<file path="config.mk">
export PLATFORM = sky130hd
export DESIGN_NAME = hazard_scoreboard_unit_flat
export DESIGN_NICKNAME = d
export VERILOG_FILES = /design/src/rtl/hazard_scoreboard_unit_pkg.sv /design/src/rtl/hazard_scoreboard_unit_if.sv /design/src/rtl/hazard_scoreboard_unit_reg_timer.sv /design/src/rtl/hazard_scoreboard_unit.sv /design/src/flat_wrapper.sv
export SDC_FILE = /design/constraint.sdc
export NUM_CORES = 1
export LEC_CHECK = 0
export CORE_UTILIZATION = 30
export CTS_CLUSTER_DIAMETER = 50
export DETAILED_ROUTE_END_ITERATION = 12
export GPL_TIMING_DRIVEN = 0
export PLACE_DENSITY = 0.53
export SLEW_MARGIN = 20
export SYNTH_ARGS = -nofsm -noshare
export SYNTH_HDL_FRONTEND = slang
export SYNTH_HIERARCHICAL = 1
export SYNTH_SLANG_ARGS = --single-unit
export TNS_END_PERCENT = 20
</file>
<file path="constraint.sdc">
create_clock -name clk -period 13.9 [get_ports clk]
set_input_delay 1.39 -clock clk [delete_from_list [all_inputs] [get_ports clk]]
set_output_delay 1.39 -clock clk [all_outputs]
set_load 0.005 [all_outputs]
</file>
<file path="src/rtl/hazard_scoreboard_unit_pkg.sv">
// Shared encodings and sizing helpers for the hazard scoreboard.
// Instruction classes and stall causes are both 2-bit fields on the ID-side interface.
package hazard_scoreboard_unit_pkg;

    typedef enum logic [1:0] {
        ClassAlu  = 2'd0,
        ClassLoad = 2'd1,
        ClassMdu  = 2'd2,
        ClassAlt  = 2'd3
    } id_class_e;

    typedef enum logic [1:0] {
        CauseNone = 2'd0,
        CauseRaw  = 2'd1,
        CauseWaw  = 2'd2,
        CauseMdu  = 2'd3
    } stall_cause_e;

    // The largest value a timer holds is MDU_LAT+1, so values 0..MDU_LAT+1 must fit.
    function automatic int unsigned cnt_width(input int unsigned mdu_lat);
        return $clog2(mdu_lat + 2);
    endfunction

endpackage

</file>
<file path="src/rtl/hazard_scoreboard_unit_if.sv">
// ID-stage request and pipeline-control response bundle for the hazard scoreboard.
// The pipeline side drives the master modport; the scoreboard uses the slave modport.
interface hazard_scoreboard_unit_if #(
    parameter int unsigned RADDR_W     = 5,
    parameter int unsigned STALL_CNT_W = 16
);
    logic               id_valid;
    logic [RADDR_W-1:0] id_rs1;
    logic [RADDR_W-1:0] id_rs2;
    logic               id_rs1_use;
    logic               id_rs2_use;
    logic               id_is_branch;
    logic [RADDR_W-1:0] id_rd;
    logic               id_rd_wen;
    logic [1:0]         id_class;
    logic               flush_id;
    logic               freeze;

    logic                   pc_write;
    logic                   ifid_write;
    logic                   idex_bubble;
    logic [1:0]             stall_cause;
    logic [STALL_CNT_W-1:0] stall_cycles;

    modport master (
        output id_valid, id_rs1, id_rs2, id_rs1_use, id_rs2_use, id_is_branch,
        output id_rd, id_rd_wen, id_class, flush_id, freeze,
        input  pc_write, ifid_write, idex_bubble, stall_cause, stall_cycles
    );

    modport slave (
        input  id_valid, id_rs1, id_rs2, id_rs1_use, id_rs2_use, id_is_branch,
        input  id_rd, id_rd_wen, id_class, flush_id, freeze,
        output pc_write, ifid_write, idex_bubble, stall_cause, stall_cycles
    );

endinterface

</file>
<file path="src/rtl/hazard_scoreboard_unit_reg_timer.sv">
// One loadable down-counter that saturates at zero; tracks cycles until a register's result
// can be forwarded. Holds while the pipe is frozen; a load overrides the decrement.
module hazard_scoreboard_unit_reg_timer #(
    parameter int unsigned CNT_W = 3
) (
    input  logic             clk,
    input  logic             rst,
    input  logic             load,
    input  logic [CNT_W-1:0] load_value,
    input  logic             freeze,
    output logic [CNT_W-1:0] value
);

    logic [CNT_W-1:0] value_d, value_q;

    always_comb begin
        value_d = value_q;
        if (!freeze) begin
            if (load) begin
                value_d = load_value;
            end else if (value_q != '0) begin
                value_d = value_q - 1'b1;
            end
        end
    end

    always_ff @(posedge clk or posedge rst) begin
        if (rst) begin
            value_q <= '0;
        end else begin
            value_q <= value_d;
        end
    end

    assign value = value_q;

endmodule

</file>
<file path="src/rtl/hazard_scoreboard_unit.sv">
// Countdown-scoreboard hazard unit beside ID: RAW, WAW, MDU structural and freeze handling,
// pipeline enable/bubble generation and a saturating stall-cycle counter.
module hazard_scoreboard_unit
    import hazard_scoreboard_unit_pkg::*;
#(
    parameter int unsigned NREG        = 32,
    parameter int unsigned RADDR_W     = 5,
    parameter int unsigned LOAD_LAT    = 1,
    parameter int unsigned MDU_LAT     = 4,
    parameter int unsigned STALL_CNT_W = 16
) (
    input logic                   clk,
    input logic                   rst,
    hazard_scoreboard_unit_if.slave bus
);

    localparam int unsigned CNT_W = cnt_width(MDU_LAT);

    logic [NREG-1:0][CNT_W-1:0] cnt;
    logic [CNT_W-1:0]           issue_val;
    logic [CNT_W-1:0]           cnt_rs1, cnt_rs2, cnt_rd;
    logic                       raw, waw, mdu_conflict, hazard, issue, is_mdu;
    stall_cause_e               cause;

    logic [CNT_W-1:0]       mdu_busy_d, mdu_busy_q;
    logic [STALL_CNT_W-1:0] stall_d, stall_q;

    // x0 is never tracked, so its timer is a constant zero.
    assign cnt[0] = '0;

    for (genvar r = 1; r < NREG; r++) begin : g_timer
        hazard_scoreboard_unit_reg_timer #(
            .CNT_W(CNT_W)
        ) u_timer (
            .clk       (clk),
            .rst       (rst),
            .load      (issue && (bus.id_rd == RADDR_W'(r))),
            .load_value(issue_val),
            .freeze    (bus.freeze),
            .value     (cnt[r])
        );
    end

    assign is_mdu = (id_class_e'(bus.id_class) == ClassMdu);

    // Issue value is latency + 1 to cover the ID-to-EX gap.
    always_comb begin
        issue_val = CNT_W'(1);
        case (id_class_e'(bus.id_class))
            ClassLoad: issue_val = CNT_W'(LOAD_LAT + 1);
            ClassMdu:  issue_val = CNT_W'(MDU_LAT + 1);
            default:   issue_val = CNT_W'(1);
        endcase
    end

    assign cnt_rs1 = cnt[bus.id_rs1];
    assign cnt_rs2 = cnt[bus.id_rs2];
    assign cnt_rd  = cnt[bus.id_rd];

    // Branches consume sources in ID, one stage earlier than EX consumers.
    always_comb begin
        raw = 1'b0;
        if (bus.id_rs1_use && bus.id_rs1 != '0) begin
            raw = bus.id_is_branch ? (cnt_rs1 != '0) : (cnt_rs1 > CNT_W'(1));
        end
        if (bus.id_rs2_use && bus.id_rs2 != '0) begin
            raw = raw | (bus.id_is_branch ? (cnt_rs2 != '0) : (cnt_rs2 > CNT_W'(1)));
        end
    end

    assign waw          = bus.id_rd_wen && (bus.id_rd != '0) && (cnt_rd > issue_val);
    assign mdu_conflict = is_mdu && (mdu_busy_q != '0);
    assign hazard       = bus.id_valid && !bus.flush_id && (raw || waw || mdu_conflict);
    assign issue        = bus.id_valid && !bus.flush_id && !hazard && !bus.freeze &&
                          bus.id_rd_wen && (bus.id_rd != '0);

    always_comb begin
        cause = CauseNone;
        if (hazard) begin
            if (raw) begin
                cause = CauseRaw;
            end else if (waw) begin
                cause = CauseWaw;
            end else begin
                cause = CauseMdu;
            end
        end
    end

    always_comb begin
        mdu_busy_d = mdu_busy_q;
        stall_d    = stall_q;
        if (!bus.freeze) begin
            if (issue && is_mdu) begin
                mdu_busy_d = CNT_W'(MDU_LAT);
            end else if (mdu_busy_q != '0) begin
                mdu_busy_d = mdu_busy_q - 1'b1;
            end
            if (hazard && stall_q != '1) begin
                stall_d = stall_q + 1'b1;
            end
        end
    end

    always_ff @(posedge clk or posedge rst) begin
        if (rst) begin
            mdu_busy_q <= '0;
            stall_q    <= '0;
        end else begin
            mdu_busy_q <= mdu_busy_d;
            stall_q    <= stall_d;
        end
    end

    // Freeze dominates: hold PC and IF/ID but leave ID/EX untouched.
    assign bus.pc_write     = !bus.freeze && !hazard;
    assign bus.ifid_write   = !bus.freeze && !hazard;
    assign bus.idex_bubble  = !bus.freeze && hazard;
    assign bus.stall_cause  = cause;
    assign bus.stall_cycles = stall_q;

endmodule

</file>
<file path="src/flat_wrapper.sv">
// flat-port wrapper written by rule: the top's interface ports become plain ports
module hazard_scoreboard_unit_flat import hazard_scoreboard_unit_pkg::*;
#(
    parameter int unsigned NREG        = 32,
    parameter int unsigned RADDR_W     = 5,
    parameter int unsigned LOAD_LAT    = 1,
    parameter int unsigned MDU_LAT     = 4,
    parameter int unsigned STALL_CNT_W = 16
)
  (clk, rst, bus_id_valid, bus_id_rs1, bus_id_rs2, bus_id_rs1_use, bus_id_rs2_use, bus_id_is_branch, bus_id_rd, bus_id_rd_wen, bus_id_class, bus_flush_id, bus_freeze, bus_pc_write, bus_ifid_write, bus_idex_bubble, bus_stall_cause, bus_stall_cycles);
  hazard_scoreboard_unit_if #(.RADDR_W(RADDR_W), .STALL_CNT_W(STALL_CNT_W)) bus_i ();
  input logic clk;
  input logic rst;
  input wire logic [$bits(bus_i.id_valid)-1:0] bus_id_valid;
  input wire logic [$bits(bus_i.id_rs1)-1:0] bus_id_rs1;
  input wire logic [$bits(bus_i.id_rs2)-1:0] bus_id_rs2;
  input wire logic [$bits(bus_i.id_rs1_use)-1:0] bus_id_rs1_use;
  input wire logic [$bits(bus_i.id_rs2_use)-1:0] bus_id_rs2_use;
  input wire logic [$bits(bus_i.id_is_branch)-1:0] bus_id_is_branch;
  input wire logic [$bits(bus_i.id_rd)-1:0] bus_id_rd;
  input wire logic [$bits(bus_i.id_rd_wen)-1:0] bus_id_rd_wen;
  input wire logic [$bits(bus_i.id_class)-1:0] bus_id_class;
  input wire logic [$bits(bus_i.flush_id)-1:0] bus_flush_id;
  input wire logic [$bits(bus_i.freeze)-1:0] bus_freeze;
  output wire logic [$bits(bus_i.pc_write)-1:0] bus_pc_write;
  output wire logic [$bits(bus_i.ifid_write)-1:0] bus_ifid_write;
  output wire logic [$bits(bus_i.idex_bubble)-1:0] bus_idex_bubble;
  output wire logic [$bits(bus_i.stall_cause)-1:0] bus_stall_cause;
  output wire logic [$bits(bus_i.stall_cycles)-1:0] bus_stall_cycles;
  assign bus_i.id_valid = bus_id_valid;
  assign bus_i.id_rs1 = bus_id_rs1;
  assign bus_i.id_rs2 = bus_id_rs2;
  assign bus_i.id_rs1_use = bus_id_rs1_use;
  assign bus_i.id_rs2_use = bus_id_rs2_use;
  assign bus_i.id_is_branch = bus_id_is_branch;
  assign bus_i.id_rd = bus_id_rd;
  assign bus_i.id_rd_wen = bus_id_rd_wen;
  assign bus_i.id_class = bus_id_class;
  assign bus_i.flush_id = bus_flush_id;
  assign bus_i.freeze = bus_freeze;
  assign bus_pc_write = bus_i.pc_write;
  assign bus_ifid_write = bus_i.ifid_write;
  assign bus_idex_bubble = bus_i.idex_bubble;
  assign bus_stall_cause = bus_i.stall_cause;
  assign bus_stall_cycles = bus_i.stall_cycles;
  hazard_scoreboard_unit #(.NREG(NREG), .RADDR_W(RADDR_W), .LOAD_LAT(LOAD_LAT), .MDU_LAT(MDU_LAT), .STALL_CNT_W(STALL_CNT_W)) u_core (.clk(clk), .rst(rst), .bus(bus_i));
endmodule
</file>
==> results.sh <==
export IMPL_status="finished clean"
export IMPL_yosys_register_bits=112
export IMPL_async_flop_share_pct=100
export IMPL_synth_yosys_seq_area_share_pct=29.4
export IMPL_fin_crit_sh_pct=63.5
export IMPL_required_ps=12510
export IMPL_clkTransAtPathRegs_ps=80
export IMPL_clock_sink_count=112
export IMPL_num_vias=8475
export IMPL_cts_buffer_depth=2
export IMPL_antenna_found_initial=0
export IMPL_grt_overflow=0
export IMPL_worst_ir_drop_vdd_uv=71.4
export IMPL_place_ws_ps=5160
export IMPL_htree_num_levels=3
export IMPL_cp_arrival_ps=7440
export IMPL_cp_max_fo=10
export IMPL_cp_end_kind="output pin"
export IMPL_fp_dieW_um=180
export IMPL_port_buffers=41
export IMPL_place_inst=1512
export IMPL_fill_cells=3182
export IMPL_rows=64
export IMPL_synth_area_per_cell_um2=8.92
export IMPL_holdCritStartpoint="u_core/bus.stall_cycles[5]$_DFFE_PP0P_"
export IMPL_r2r_slack_ps=8950
export IMPL_tns_ps=0
export IMPL_final_common_cell="inv_1"
export IMPL_grt_pass1_wl_um=46200
export IMPL_final_cells=1528
export IMPL_fin_skew_ps=11.9
export IMPL_post_cts_resized=0
export IMPL_ys_flop_type="dfrtp_1"
export IMPL_route_top_layer_used="met4"
export IMPL_critPathMaxStageDelay_ps=700
export IMPL_synth_edff_count=0
export IMPL_chipHeight_um=180
export IMPL_setup_viol=0
export IMPL_slew_limit_headroom_pct=35.6
export IMPL_cap_violations=0
export IMPL_ys_warn_count=6
export IMPL_tightest_slew_ps=965
export IMPL_clk_latency_ps=370
export IMPL_grt_pass1_vias=8170
export IMPL_core_um2=30900
export IMPL_vias_per_cell=5.55
export IMPL_die_area_um2=32500
export IMPL_hold_path_depth=1
export IMPL_synth_area_um2=9540
export IMPL_startpoint_type="input port"
export IMPL_dr_pass1_iters=7
export IMPL_pin_count=47
export IMPL_avgRoutedWirePerCell_um=19.1
export IMPL_grt_start_max_net_pins=98
export IMPL_final_hold_viol_count=0
export IMPL_wl_met1_um=13400
export IMPL_cts_tree="built"
export IMPL_area_growth_pct=14.2
export IMPL_routed_wl_met3_um=1740
export IMPL_cts_setup_buffers=0
export IMPL_cpMaxStageDelayCell="clkbuf_1"
export IMPL_r2r_end="u_core/g_timer[20].u_timer/value[1]$_DFFE_PP0P_"
export IMPL_ant_nets=0
export IMPL_drtIter0Drc=625
export IMPL_fin_crit_ps=8830
export IMPL_fin_util_pct=35.3
export IMPL_p_per_area_nw_per_um2=184
export IMPL_layout_drive_gt1_share_pct=14.7
export IMPL_fmax_mhz=113
export IMPL_dp_hpwl_um=21900
export IMPL_min_to="u_core/bus.stall_cycles[5]$_DFFE_PP0P_"
export IMPL_setup_slack_ps=5070
export IMPL_cts_hold_buf=0
export IMPL_seq_area_um2=2800
export IMPL_cts_buffers=9
export IMPL_reg2reg_depth=15
export IMPL_routed_wl_um=29100
export IMPL_hold_class="flop to flop"
export IMPL_leakage_nw=4.81
export IMPL_worstSetupPathType="input port to output pin"
export IMPL_multiInputGateArea_um2=5950
export IMPL_final_cell_mix="168 x inv_1, 114 x nor2_1, 112 x dfrtp_1"
export IMPL_ys_types=61
export IMPL_rsz0062_at_grt="false"
export IMPL_cp_cell_sequence="clkdlybuf4s50_1, buf_1, clkbuf_1, mux4_2, mux4_2, mux2_2, ha_1, nor2b_1, o21ai_0, a32oi_1, and3_1, or2_2, a211oi_2, clkbuf_1, nor2_1, nor2_1, buf_4, clkdlybuf4s50_1"
export IMPL_synthesis_nets=1164
export IMPL_worstReg2RegStart="u_core/g_timer[30].u_timer/value[1]$_DFFE_PP0P_"
export IMPL_cts_root_buffer="clkbuf_16"
export IMPL_initial_utilization_pct=30.9
export IMPL_dr_wl_met2_um=13400
export IMPL_slew_viol_final=0
export IMPL_gp_congestion=0.875
export IMPL_n_antenna_cell=0
export IMPL_grt_usage_pct=18.2
export IMPL_synthCells=1070
export IMPL_drc=0
export IMPL_finalNetCount=1221
==> worst max-delay path, delay by kind of cell <==
family	cells	cell delay (ps)
AO/OA/AOI/OAI	3	730
adder cells (fa/ha/maj)	1	290
buffers and inverters	6	2930
multiplexers	3	1240
AND/OR/NAND/NOR	5	850
==> cell usage after synthesis (all sizes together) (8+ instances only) <==
| library cell | count | area share, % |
|---|---|---|
| nand4 | 8 | 0.52 |
| buf | 20 | 1.3 |
| mux4 | 43 | 10 |
| nand2b | 8 | 0.52 |
| dfrtp | 112 | 29 |
| a211oi | 12 | 1.0 |
| nor2 | 153 | 7.0 |
| inv | 170 | 6.7 |
| o21ai | 72 | 3.8 |
| xor2 | 14 | 1.3 |
| nand2 | 16 | 0.63 |
| a221oi | 31 | 2.8 |
| a21oi | 105 | 6.7 |
| a32oi | 32 | 2.9 |
| clkbuf | 10 | 0.39 |
| o2bb2ai | 31 | 2.8 |
| mux2i | 40 | 4.2 |
| nand3 | 11 | 0.58 |
| mux2 | 8 | 0.94 |
| ha | 68 | 8.9 |
| nor3 | 44 | 2.3 |
==> report_power, final <==
group | internal, mW | leakage, nW | switching (mW)
clock | 0.146 | 0.153 | 0.132
sequential | 0.474 | 1.37 | 0.202
combinational | 0.497 | 3.29 | 0.560
==> worst max path at each step <==
stage	start	cells past startpoint	to
floorplan	bus_id_rd[0]	15	bus_pc_write
global placement	bus_id_class[1]	14	bus_pc_write
detailed placement	bus_id_rd[1]	18	bus_pc_write
CTS	bus_id_rd[1]	18	bus_pc_write
global route	bus_id_rd[1]	18	bus_pc_write
finish	bus_id_rd[1]	18	bus_pc_write
==> stage by stage <==
step | hold WS (ps) | instance area (um2) | total power, mW
floorplan | 463 | 9540 | 1.43
global placement | 475 | 10400 | 1.69
detailed placement | 486 | 10600 | 1.72
CTS | 496 | 10900 | 2.01
global route | 523 | 10900 | 2.19
finish | 496 | 10900 | 2.01
==> flip-flops by register name, summed over array words and instances, names as in the netlist <==
signal and count:
u_core/bus.stall_cycles 16, u_core/g_timer.u_timer/value 93, u_core/mdu_busy_q 3
==> cells by family (layout without fill, tap and decap cells) <==
| kind of cell | count (synthesis) | after routing | synth area share, % |
|---|---|---|---|
| AOI/OAI and AO/OA | 314 | 314 | 22.9 |
| xor gates and xnor gates | 15 | 15 | 1.38 |
| adders and majority gates | 68 | 68 | 8.92 |
| buffers and inverters | 201 | 263 | 8.43 |
| DFF | 112 | 112 | 29.4 |
| muxes | 91 | 91 | 15.3 |
| and+or+nand+nor | 269 | 269 | 13.7 |
==> cell type report <==
class,count,area share (%)
clock buffers,10,2.19
repair buffers,46,4.93
flip-flops and latches,112,25.7
well taps,396,4.55
plain buffers,30,1.49
inverters,171,5.89
multi-input cells,757,54.6
clock inverters,6,0.608
==> layer usage <==
metal	vias to the layer above	GRT usage, %
li1	4009	-
met1	4158	24.7
met2	267	29.1
met3	41	3.38
met4	0	5.78
met5	-	0
Note: power is estimated with default switching activity, not from simulation.
